--- src/rtl/alu_ctrl_pkg.sv ---
// Shared constants for the ALU front-panel sequencer: key codes, FSM encoding,
// display blank code and WAIT timeout.
package alu_ctrl_pkg;

    localparam logic [3:0] KEY_A = 4'hA;
    localparam logic [3:0] KEY_B = 4'hB;
    localparam logic [3:0] KEY_C = 4'hC;
    localparam logic [3:0] KEY_D = 4'hD;
    localparam logic [3:0] KEY_E = 4'hE;
    localparam logic [3:0] KEY_F = 4'hF;

    localparam logic [2:0] ST_IDLE  = 3'd0;
    localparam logic [2:0] ST_ENTRY = 3'd1;
    localparam logic [2:0] ST_EXEC  = 3'd2;
    localparam logic [2:0] ST_WAIT  = 3'd3;
    localparam logic [2:0] ST_SHOW  = 3'd4;

    localparam logic [4:0] BLANK   = 5'b10000;
    localparam logic [7:0] TIMEOUT = 8'd255;

    typedef enum logic [1:0] {TGT_A, TGT_B, TGT_OP} tgt_e;

    function automatic tgt_e key_to_tgt(input logic [3:0] key);
        case (key)
            KEY_B:   return TGT_B;
            KEY_C:   return TGT_OP;
            default: return TGT_A;
        endcase
    endfunction

endpackage

--- src/rtl/bcd2_to_bin.sv ---
// Two-digit packed BCD to binary, purely combinational (max result 99).
module bcd2_to_bin (
    input  logic [7:0] i_bcd,
    output logic [6:0] o_bin
);

    logic [6:0] w_hi;
    logic [6:0] w_lo;

    assign w_hi  = {3'b000, i_bcd[7:4]};
    assign w_lo  = {3'b000, i_bcd[3:0]};
    assign o_bin = (w_hi << 3) + (w_hi << 1) + w_lo;

endmodule

--- src/rtl/alu_sequencer.sv ---
// Keypad-driven operand entry and launch/wait sequencing for an external ALU,
// with a registered seven-segment nibble mux.
module alu_sequencer
    import alu_ctrl_pkg::*;
(
    input  logic       CLK100MHZ,
    input  logic       CPU_RESETN,
    input  logic [3:0] key_val,
    input  logic       key_stb,
    input  logic [2:0] rr,
    input  logic       alu_done,
    input  logic [7:0] alu_result,
    output logic [3:0] A,
    output logic [3:0] B,
    output logic [3:0] OpCode,
    output logic       alu_start,
    output logic       busy,
    output logic       err,
    output logic [4:0] digit_holder
);

    logic [2:0] r_state, w_state_nxt;
    tgt_e       r_tgt, w_tgt_nxt;
    logic [7:0] r_buf, w_buf_nxt;
    logic [7:0] r_res, w_res_nxt;
    logic [7:0] r_cnt, w_cnt_nxt;
    logic [3:0] r_a, w_a_nxt;
    logic [3:0] r_b, w_b_nxt;
    logic [3:0] r_op, w_op_nxt;
    logic       r_err, w_err_nxt;
    logic       r_start;
    logic       r_busy;
    logic [4:0] r_digit, w_digit_nxt;
    logic [6:0] w_bin;
    logic       w_is_digit;
    logic       w_is_sel;

    bcd2_to_bin u_bcd2_to_bin (
        .i_bcd (r_buf),
        .o_bin (w_bin)
    );

    assign w_is_digit = (key_val <= 4'd9);
    assign w_is_sel   = (key_val == KEY_A) || (key_val == KEY_B) || (key_val == KEY_C);

    always_comb begin
        w_state_nxt = r_state;
        w_tgt_nxt   = r_tgt;
        w_buf_nxt   = r_buf;
        w_res_nxt   = r_res;
        w_cnt_nxt   = r_cnt;
        w_a_nxt     = r_a;
        w_b_nxt     = r_b;
        w_op_nxt    = r_op;
        w_err_nxt   = r_err;
        case (r_state)
            ST_IDLE, ST_SHOW: begin
                if (key_stb) begin
                    if (w_is_sel) begin
                        w_state_nxt = ST_ENTRY;
                        w_tgt_nxt   = key_to_tgt(key_val);
                        w_buf_nxt   = 8'h00;
                        w_err_nxt   = 1'b0;
                    end else if (key_val == KEY_D) begin
                        w_state_nxt = ST_EXEC;
                    end else if (key_val == KEY_F) begin
                        w_state_nxt = ST_IDLE;
                        w_err_nxt   = 1'b0;
                    end
                end
            end
            ST_ENTRY: begin
                if (key_stb) begin
                    if (w_is_digit) begin
                        w_buf_nxt = {r_buf[3:0], key_val};
                    end else if (w_is_sel) begin
                        w_tgt_nxt = key_to_tgt(key_val);
                        w_buf_nxt = 8'h00;
                    end else if (key_val == KEY_F) begin
                        w_state_nxt = ST_IDLE;
                    end else if (key_val == KEY_E) begin
                        w_state_nxt = ST_IDLE;
                        // Out-of-range entries leave the target untouched and flag an error.
                        if (w_bin <= 7'd15) begin
                            w_err_nxt = 1'b0;
                            case (r_tgt)
                                TGT_A:   w_a_nxt  = w_bin[3:0];
                                TGT_B:   w_b_nxt  = w_bin[3:0];
                                TGT_OP:  w_op_nxt = w_bin[3:0];
                                default: ;
                            endcase
                        end else begin
                            w_err_nxt = 1'b1;
                        end
                    end
                end
            end
            ST_EXEC: begin
                w_state_nxt = ST_WAIT;
                w_cnt_nxt   = 8'd0;
            end
            ST_WAIT: begin
                // Completion beats a simultaneous abort key.
                if (alu_done) begin
                    w_res_nxt   = alu_result;
                    w_state_nxt = ST_SHOW;
                end else if (key_stb && (key_val == KEY_F)) begin
                    w_state_nxt = ST_IDLE;
                end else if (r_cnt == TIMEOUT - 8'd1) begin
                    w_err_nxt   = 1'b1;
                    w_state_nxt = ST_IDLE;
                end else begin
                    w_cnt_nxt = r_cnt + 8'd1;
                end
            end
            default: w_state_nxt = ST_IDLE;
        endcase
    end

    always_comb begin
        w_digit_nxt = BLANK;
        case (rr)
            3'd0: w_digit_nxt = {2'b00, r_state};
            3'd1: w_digit_nxt = {4'b0000, r_err};
            3'd2: w_digit_nxt = {1'b0, r_op};
            3'd3: w_digit_nxt = {1'b0, r_a};
            3'd4: w_digit_nxt = {1'b0, r_b};
            3'd5: w_digit_nxt = BLANK;
            3'd6: w_digit_nxt = (r_state == ST_SHOW) ? {1'b0, r_res[7:4]} : {1'b0, r_buf[7:4]};
            3'd7: w_digit_nxt = (r_state == ST_SHOW) ? {1'b0, r_res[3:0]} : {1'b0, r_buf[3:0]};
            default: w_digit_nxt = BLANK;
        endcase
    end

    always_ff @(posedge CLK100MHZ or negedge CPU_RESETN) begin
        if (!CPU_RESETN) begin
            r_state <= ST_IDLE;
            r_tgt   <= TGT_A;
            r_buf   <= 8'h00;
            r_res   <= 8'h00;
            r_cnt   <= 8'd0;
            r_a     <= 4'd0;
            r_b     <= 4'd0;
            r_op    <= 4'd0;
            r_err   <= 1'b0;
            r_start <= 1'b0;
            r_busy  <= 1'b0;
            r_digit <= BLANK;
        end else begin
            r_state <= w_state_nxt;
            r_tgt   <= w_tgt_nxt;
            r_buf   <= w_buf_nxt;
            r_res   <= w_res_nxt;
            r_cnt   <= w_cnt_nxt;
            r_a     <= w_a_nxt;
            r_b     <= w_b_nxt;
            r_op    <= w_op_nxt;
            r_err   <= w_err_nxt;
            r_start <= (w_state_nxt == ST_EXEC);
            r_busy  <= (w_state_nxt == ST_ENTRY) || (w_state_nxt == ST_EXEC) ||
                       (w_state_nxt == ST_WAIT);
            r_digit <= w_digit_nxt;
        end
    end

    assign A            = r_a;
    assign B            = r_b;
    assign OpCode       = r_op;
    assign alu_start    = r_start;
    assign busy         = r_busy;
    assign err          = r_err;
    assign digit_holder = r_digit;

endmodule

--- config.mk ---
export PLATFORM = sky130hd
export DESIGN_NAME = alu_sequencer
export DESIGN_NICKNAME = d
export VERILOG_FILES = /design/src/rtl/alu_ctrl_pkg.sv /design/src/rtl/bcd2_to_bin.sv /design/src/rtl/alu_sequencer.sv
export SDC_FILE = /design/constraint.sdc
export NUM_CORES = 1
export LEC_CHECK = 0
export CORE_MARGIN = 2
export CORE_UTILIZATION = 25
export DETAILED_ROUTE_END_ITERATION = 8
export DONT_BUFFER_PORTS = 1
export HOLD_SLACK_MARGIN = 0.02
export PLACE_DENSITY_LB_ADDON = 0.08
export SYNTH_ARGS = -nofsm -noshare
export SYNTH_HDL_FRONTEND = slang
export SYNTH_SLANG_ARGS = --single-unit
--- constraint.sdc ---
create_clock -name CLK100MHZ -period 3 [get_ports CLK100MHZ]
set_input_delay 0.9 -clock CLK100MHZ [delete_from_list [all_inputs] [get_ports CLK100MHZ]]
set_output_delay 0.9 -clock CLK100MHZ [all_outputs]
set_load 0.005 [all_outputs]
* After elaboration in Yosys (flattened, before gate mapping) *
Index checks and enable logic that the tools add are counted.
W data, S select, Z words.

storage, ports and cells
  register bits after elaboration = 49
  input bits = 19
  output and inout bits = 20
  logic and storage cells = 120

cells by class
  $add $sub $neg = 3
  order comparisons = 2
  equal/unequal tests = 35
  mux-type cells = 45
  bitwise gates (word level) = 3
  reduce and logical (&&, ||, !) cells = 20

operator list
  cell                   count
  $mux W8                7
  $pmux W5 S8            1
  $mux W3                12
  $pmux W8 S2            2
  $eq A4 B4 Y1 const B   6
  $reduce_and A8 Y1      3
  $ne A2 B2 Y1 const B   10
  $eq A3 B2 Y1 const B   6
  $eq A3 B3 Y1 const B   5
  $mux W1                13
  $pmux W3 S4            1
  $reduce_and A12 Y1     1
  $eq A3 B1 Y1 const B   3
  $add A8 B1 Y8 const B  1
  $eq A8 B8 Y1 const B   1
  $mux W2                4
  $mux W4                2
  $pmux W2 S2            2
  $reduce_and A4 Y1      2
  $add A7 B4 Y7          1
  $add A7 B5 Y7          1
  $le A7 B4 Y1 const B   1
  $logic_not A3 Y1       2
  $ne A3 B3 Y1 const B   2
  other kinds (13)       19

* Logic depth before layout (Yosys ltp) *
  depth after elaboration = 10
  gate-level depth with buffers = 10
  mapped depth without buffers = 9

* Hierarchy *
From an unflattened synthesis, not the netlist that was laid out.

unflattened totals
  cell total of the unflattened synthesis = 267
  area, all modules = 2816.5 um^2

by module, submodules not included
  module         times used  cells each  area each (um^2)  sequential area each (um^2)
  alu_sequencer  1           240         2586.2            1227.4
  bcd2_to_bin    1           27          230.2             0.0

* Least setup slack after synthesis *
No wires, ideal clock.

  kind = register to register
  start point = reg r_buf[3]
  end point = reg r_b[0], in the netlist B[0]
  library setup time = 0.125 ns
  arrival = 2.577 ns
  slack = 0.298 ns
  stages on the path, launching flop included = 10
  path through = dfrtp_1 -> fa_1 -> inv_1 -> fa_1 -> xnor2_1 -> nor3_1 -> and4b_1 -> and3_1 -> buf_2 -> mux2_2

between the ends
  word-level cells in the longest chain between the ends = 3

ends and longest elaborated chain
  element                             RTL line              text
  start: declaration                  alu_sequencer.sv:24   logic [7:0] r_buf, w_buf_nxt;
  start signal: assignment            alu_sequencer.sv:152  r_buf <= w_buf_nxt;
  $add A7 B4 Y7                       bcd2_to_bin.sv:12     assign o_bin = (w_hi << 3) + (w_hi << 1) + w_lo;
  $le A7 B4 Y1                        alu_sequencer.sv:84   if (w_bin <= 7'd15) begin
  $reduce_and A8 Y1 (no source line)  -
  end signal: assignment              alu_sequencer.sv:156  r_b <= w_b_nxt;
  end: declaration                    alu_sequencer.sv:28   logic [3:0] r_b, w_b_nxt;

Every way passes these cells.
A chain may end at the register's enable or synchronous reset.

* Final worst setup path *
Same ends and word-level chain as after synthesis.

==> impl_metrics.py <==
metrics = {
    "clocking": {
        "clockBufferDepth": 2,
        "cts_tree": "done",
        "cts.htree.levels": 2,
        "path_clk_slew_ps": 70,
        "holdBufCountCts": 0,
        "numCtsBuffers": 5,
        "cts.sinks": 49,
        "cts-root-buf": "clkbuf_16",
        "clk_latency_ps": 290,
    },
    "cells_and_area": {
        "area.growth.synth_to_final_pct": 9.660,
        "drive_gt1_share_pct": 15.85,
        "final_area_mm2": 0.003110,
        "layout_common_cells": "dfrtp_1 (48), nand2_1 (22), mux2_2 (20), nand3_1 (13), nor2_1 (13)",
        "final_nets": 294,
        "final_cells": 405,
        "filler_cell_count": 1153,
        "final_common_cell": "dfrtp_1",
        "antenna_cells": 0,
    },
    "grt": {
        "grt_overflow_total": 0,
        "grt_use_total_pct": 12.63,
        "grt_pass1_wl_mm": 12.28,
        "antenna_found_initial": 0,
        "grt_max_degree": 50,
        "grt_pass1_vias": 2093,
    },
    "synthesis": {
        "yosysUniqueCellTypes": 53,
        "synth_area_mm2": 0.002836,
        "yosysTopAreaCell": "dfrtp_1",
        "syn_inst": 269,
        "yosysSeqAreaShare_pct": 43.27,
        "ys.flop_type": "dfrtp_1",
        "synth.avg_cell_area_um2": 10.54,
        "synthTopCellsByArea": "dfrtp_1 (42%), mux2_2 (7.9%), ha_1 (4.0%), mux2i_1 (3.9%), a22o_1 (3.4%)",
        "async_flop_share_pct": 100.0,
        "synth_top_area_share_pct": 42.35,
        "synth_enable_flop_cells": 0,
        "yosysWarningCount": 0,
        "synth_seq_cells": 49,
        "synthesis.nets": 299,
    },
    "routing": {
        "firstDrtPassIters": 4,
        "drc": 0,
        "via_count": 2045,
        "ant_nets": 0,
        "drt_iter0_drc": 106,
        "routedWlPerCell_um": 18.67,
        "routed_wl_mm": 7.561,
        "via_per_inst": 5.049,
    },
    "worst_setup_path": {
        "cp_max_fo": 4,
        "cpMostUsedCell": "fa_1",
        "slowest_stage": "fa_1",
        "worst-path-buf-inv": 1,
        "end_kind": "flop",
        "worstSetupStartpointType": "flop",
        "worstSetupStartpoint": "r_buf[3]$_DFFE_PN0P_",
        "required_ps": 3170,
        "r2r-start": "r_buf[3]$_DFFE_PN0P_",
        "cp_top_family": "adder cells",
        "crit_chain": "fa_1 -> inv_1 -> fa_1 -> nand2b_1 -> a21oi_1 -> xnor2_1 -> and3_1 -> mux2_2",
        "crit_arrival_ps": 3020,
        "critPathKind": "flop to flop",
        "max_stage_delay_ps": 580,
    },
    "power": {
        "power_density_mw_per_mm2": 808.4,
        "peakVddDrop_v": 0.0003352,
        "p_leak_uw": 0.001367,
    },
    "timing": {
        "finClkSkew_ps": 3.499,
        "hold_viol": 0,
        "drv_slew": 0,
        "finalSetupViolations": 0,
        "slew_headroom_pct": 40.69,
        "rsz0062_at_grt": "false",
        "tightestPinTransition_ps": 882.9,
        "tns_ps": 0,
        "period_minus_slack_ps": 2844,
        "max_freq_mhz": 351.6,
        "fin_crit_sh_pct": 94.81,
    },
    "placement": {
        "place_area_mm2": 0.002959,
        "gp_congestion": 0.7036,
        "place_inst": 397,
        "dp_hpwl_mm": 5.594,
        "portBuffers": 0,
    },
    "run_status": {
        "status": "complete, no violations",
    },
    "floorplanning": {
        "io_pins": 39,
        "die_y_um": 110.5,
        "fp.dieArea_mm2": 0.01221,
        "core-area_mm2": 0.01094,
        "rows": 38,
        "die_w_um": 110.5,
        "start_util_pct": 25.94,
    },
    "flow_run": {
        "cap_violations": 0,
    },
    "hold_path": {
        "min_path_type": "input pin to async pin",
    },
}
## cells by family (layout without fill, tap and decap cells)
logic type / Yosys count / after routing / share of synthesized area [%]
xor+xnor: 5 / 5 / 1.544
simple gates: 88 / 88 / 16.85
fa+ha+maj: 11 / 11 / 5.382
flops: 49 / 49 / 43.27
buf+inv: 28 / 24 / 4.499
compound gates: 54 / 54 / 14.51
mux: 34 / 34 / 13.94
## Yosys cell counts, types with 2 or more instances
cell type and count:
a211o_1 2, a211oi_1 2, a21o_1 4, a21oi_1 8, a22o_1 11, and3_1 3, and4b_1 2, buf_1 2
buf_2 3, buf_6 2, clkbuf_1 8, dfrtp_1 48, fa_1 2, ha_1 9, inv_1 12, mux2_2 20
mux2i_1 11, mux4_2 2, nand2_1 22, nand2b_1 7, nand3_1 13, nand3b_1 5, nand4_1 3, nand4b_1 2
nor2_1 13, nor2b_1 3, nor3_1 4, nor4_1 4, o211ai_1 6, o21ai_0 4, o221ai_1 2, o2bb2ai_1 2
o311ai_0 2, o31ai_1 3, o32ai_1 2, xnor2_1 4
## flip-flops by register name (all words and copies together) (netlist names), 3 cells and up
register / cells
r_cnt: 8
A: 4
B: 4
r_state: 3
OpCode: 4
r_buf: 8
digit_holder: 5
r_res: 8
## through the flow
| step | utilization (%) | hold slack [ps] | worst slack [ps] | power (µW) |
|---|---|---|---|---|
| 6_report | 28.44 | 300.0 | 155.8 | 2514 |
| 5_1_grt | 28.44 | 281.5 | 27.87 | 2713 |
| 4_1_cts | 28.40 | 289.4 | 90.49 | 2551 |
| 3_5_place_dp | 27.06 | 505.8 | 108.9 | 1967 |
| 3_3_place_gp | 27.06 | 505.9 | 183.8 | 1978 |
| 2_1_floorplan | - | 473.7 | 298.2 | 1701 |
## metal layers
layer | track usage [%] | up-vias | part of all wire (%)
met4 | 2.917 | 0 | 0.67
li1 | - | 983 | -
met5 | 0 | - | 0
met2 | 18.45 | 47 | 42
met3 | 3.568 | 4 | 5.5
met1 | 18.43 | 1011 | 51
## where the power goes
| part | internal (µW) | switching [µW] |
|---|---|---|
| clock | 311 | 256 |
| sequential | 843 | 223 |
| combinational | 421 | 460 |
| total | 1570 | 940 |
## final cells by class
class	count	area, µm²	area share [%]
multi-input cells	192	1486	47.79
inverters	12	45.04	1.448
clock buffers	5	125.1	4.023
flip-flops and latches	49	1227	39.46
repair buffers	4	30.03	0.9654
clock inverters	3	21.27	0.6838
well taps	140	175.2	5.632
## timing repair
item / 4_1_cts / 5_1_grt
setup buffers: 0 / 0
gates resized for setup: 0 / 1
setup endpoints to repair: 0 / 6
## worst register-to-register path, delay by kind of cell (launching register included)
| family | cells | cell delay (ps) |
|---|---|---|
| AOI/OAI and AO/OA | 1 | 150 |
| xor gates and xnor gates | 1 | 210 |
| adders and majority gates | 2 | 1030 |
| buffers and inverters | 1 | 60 |
| DFF | 1 | 430 |
| muxes | 1 | 350 |
| and+or+nand+nor | 2 | 490 |
## path summary, 6_finish.rpt
check                                             to  slack (ps)  depth (start not counted)
max                                 B[0]$_DFFE_PN0P_         160                          8
min                        digit_holder[3]$_DFF_PN0_         300                          0
min reg2reg                     r_res[3]$_DFFE_PN0P_         510                          1
max reg2reg                         B[0]$_DFFE_PN0P_         160                          8
max in group asynchronous  digit_holder[4]$_DFF_PN1_        2510                          0
min in group CLK100MHZ          r_res[3]$_DFFE_PN0P_         510                          1
No activity file was read; power rests on OpenSTA's default activity.
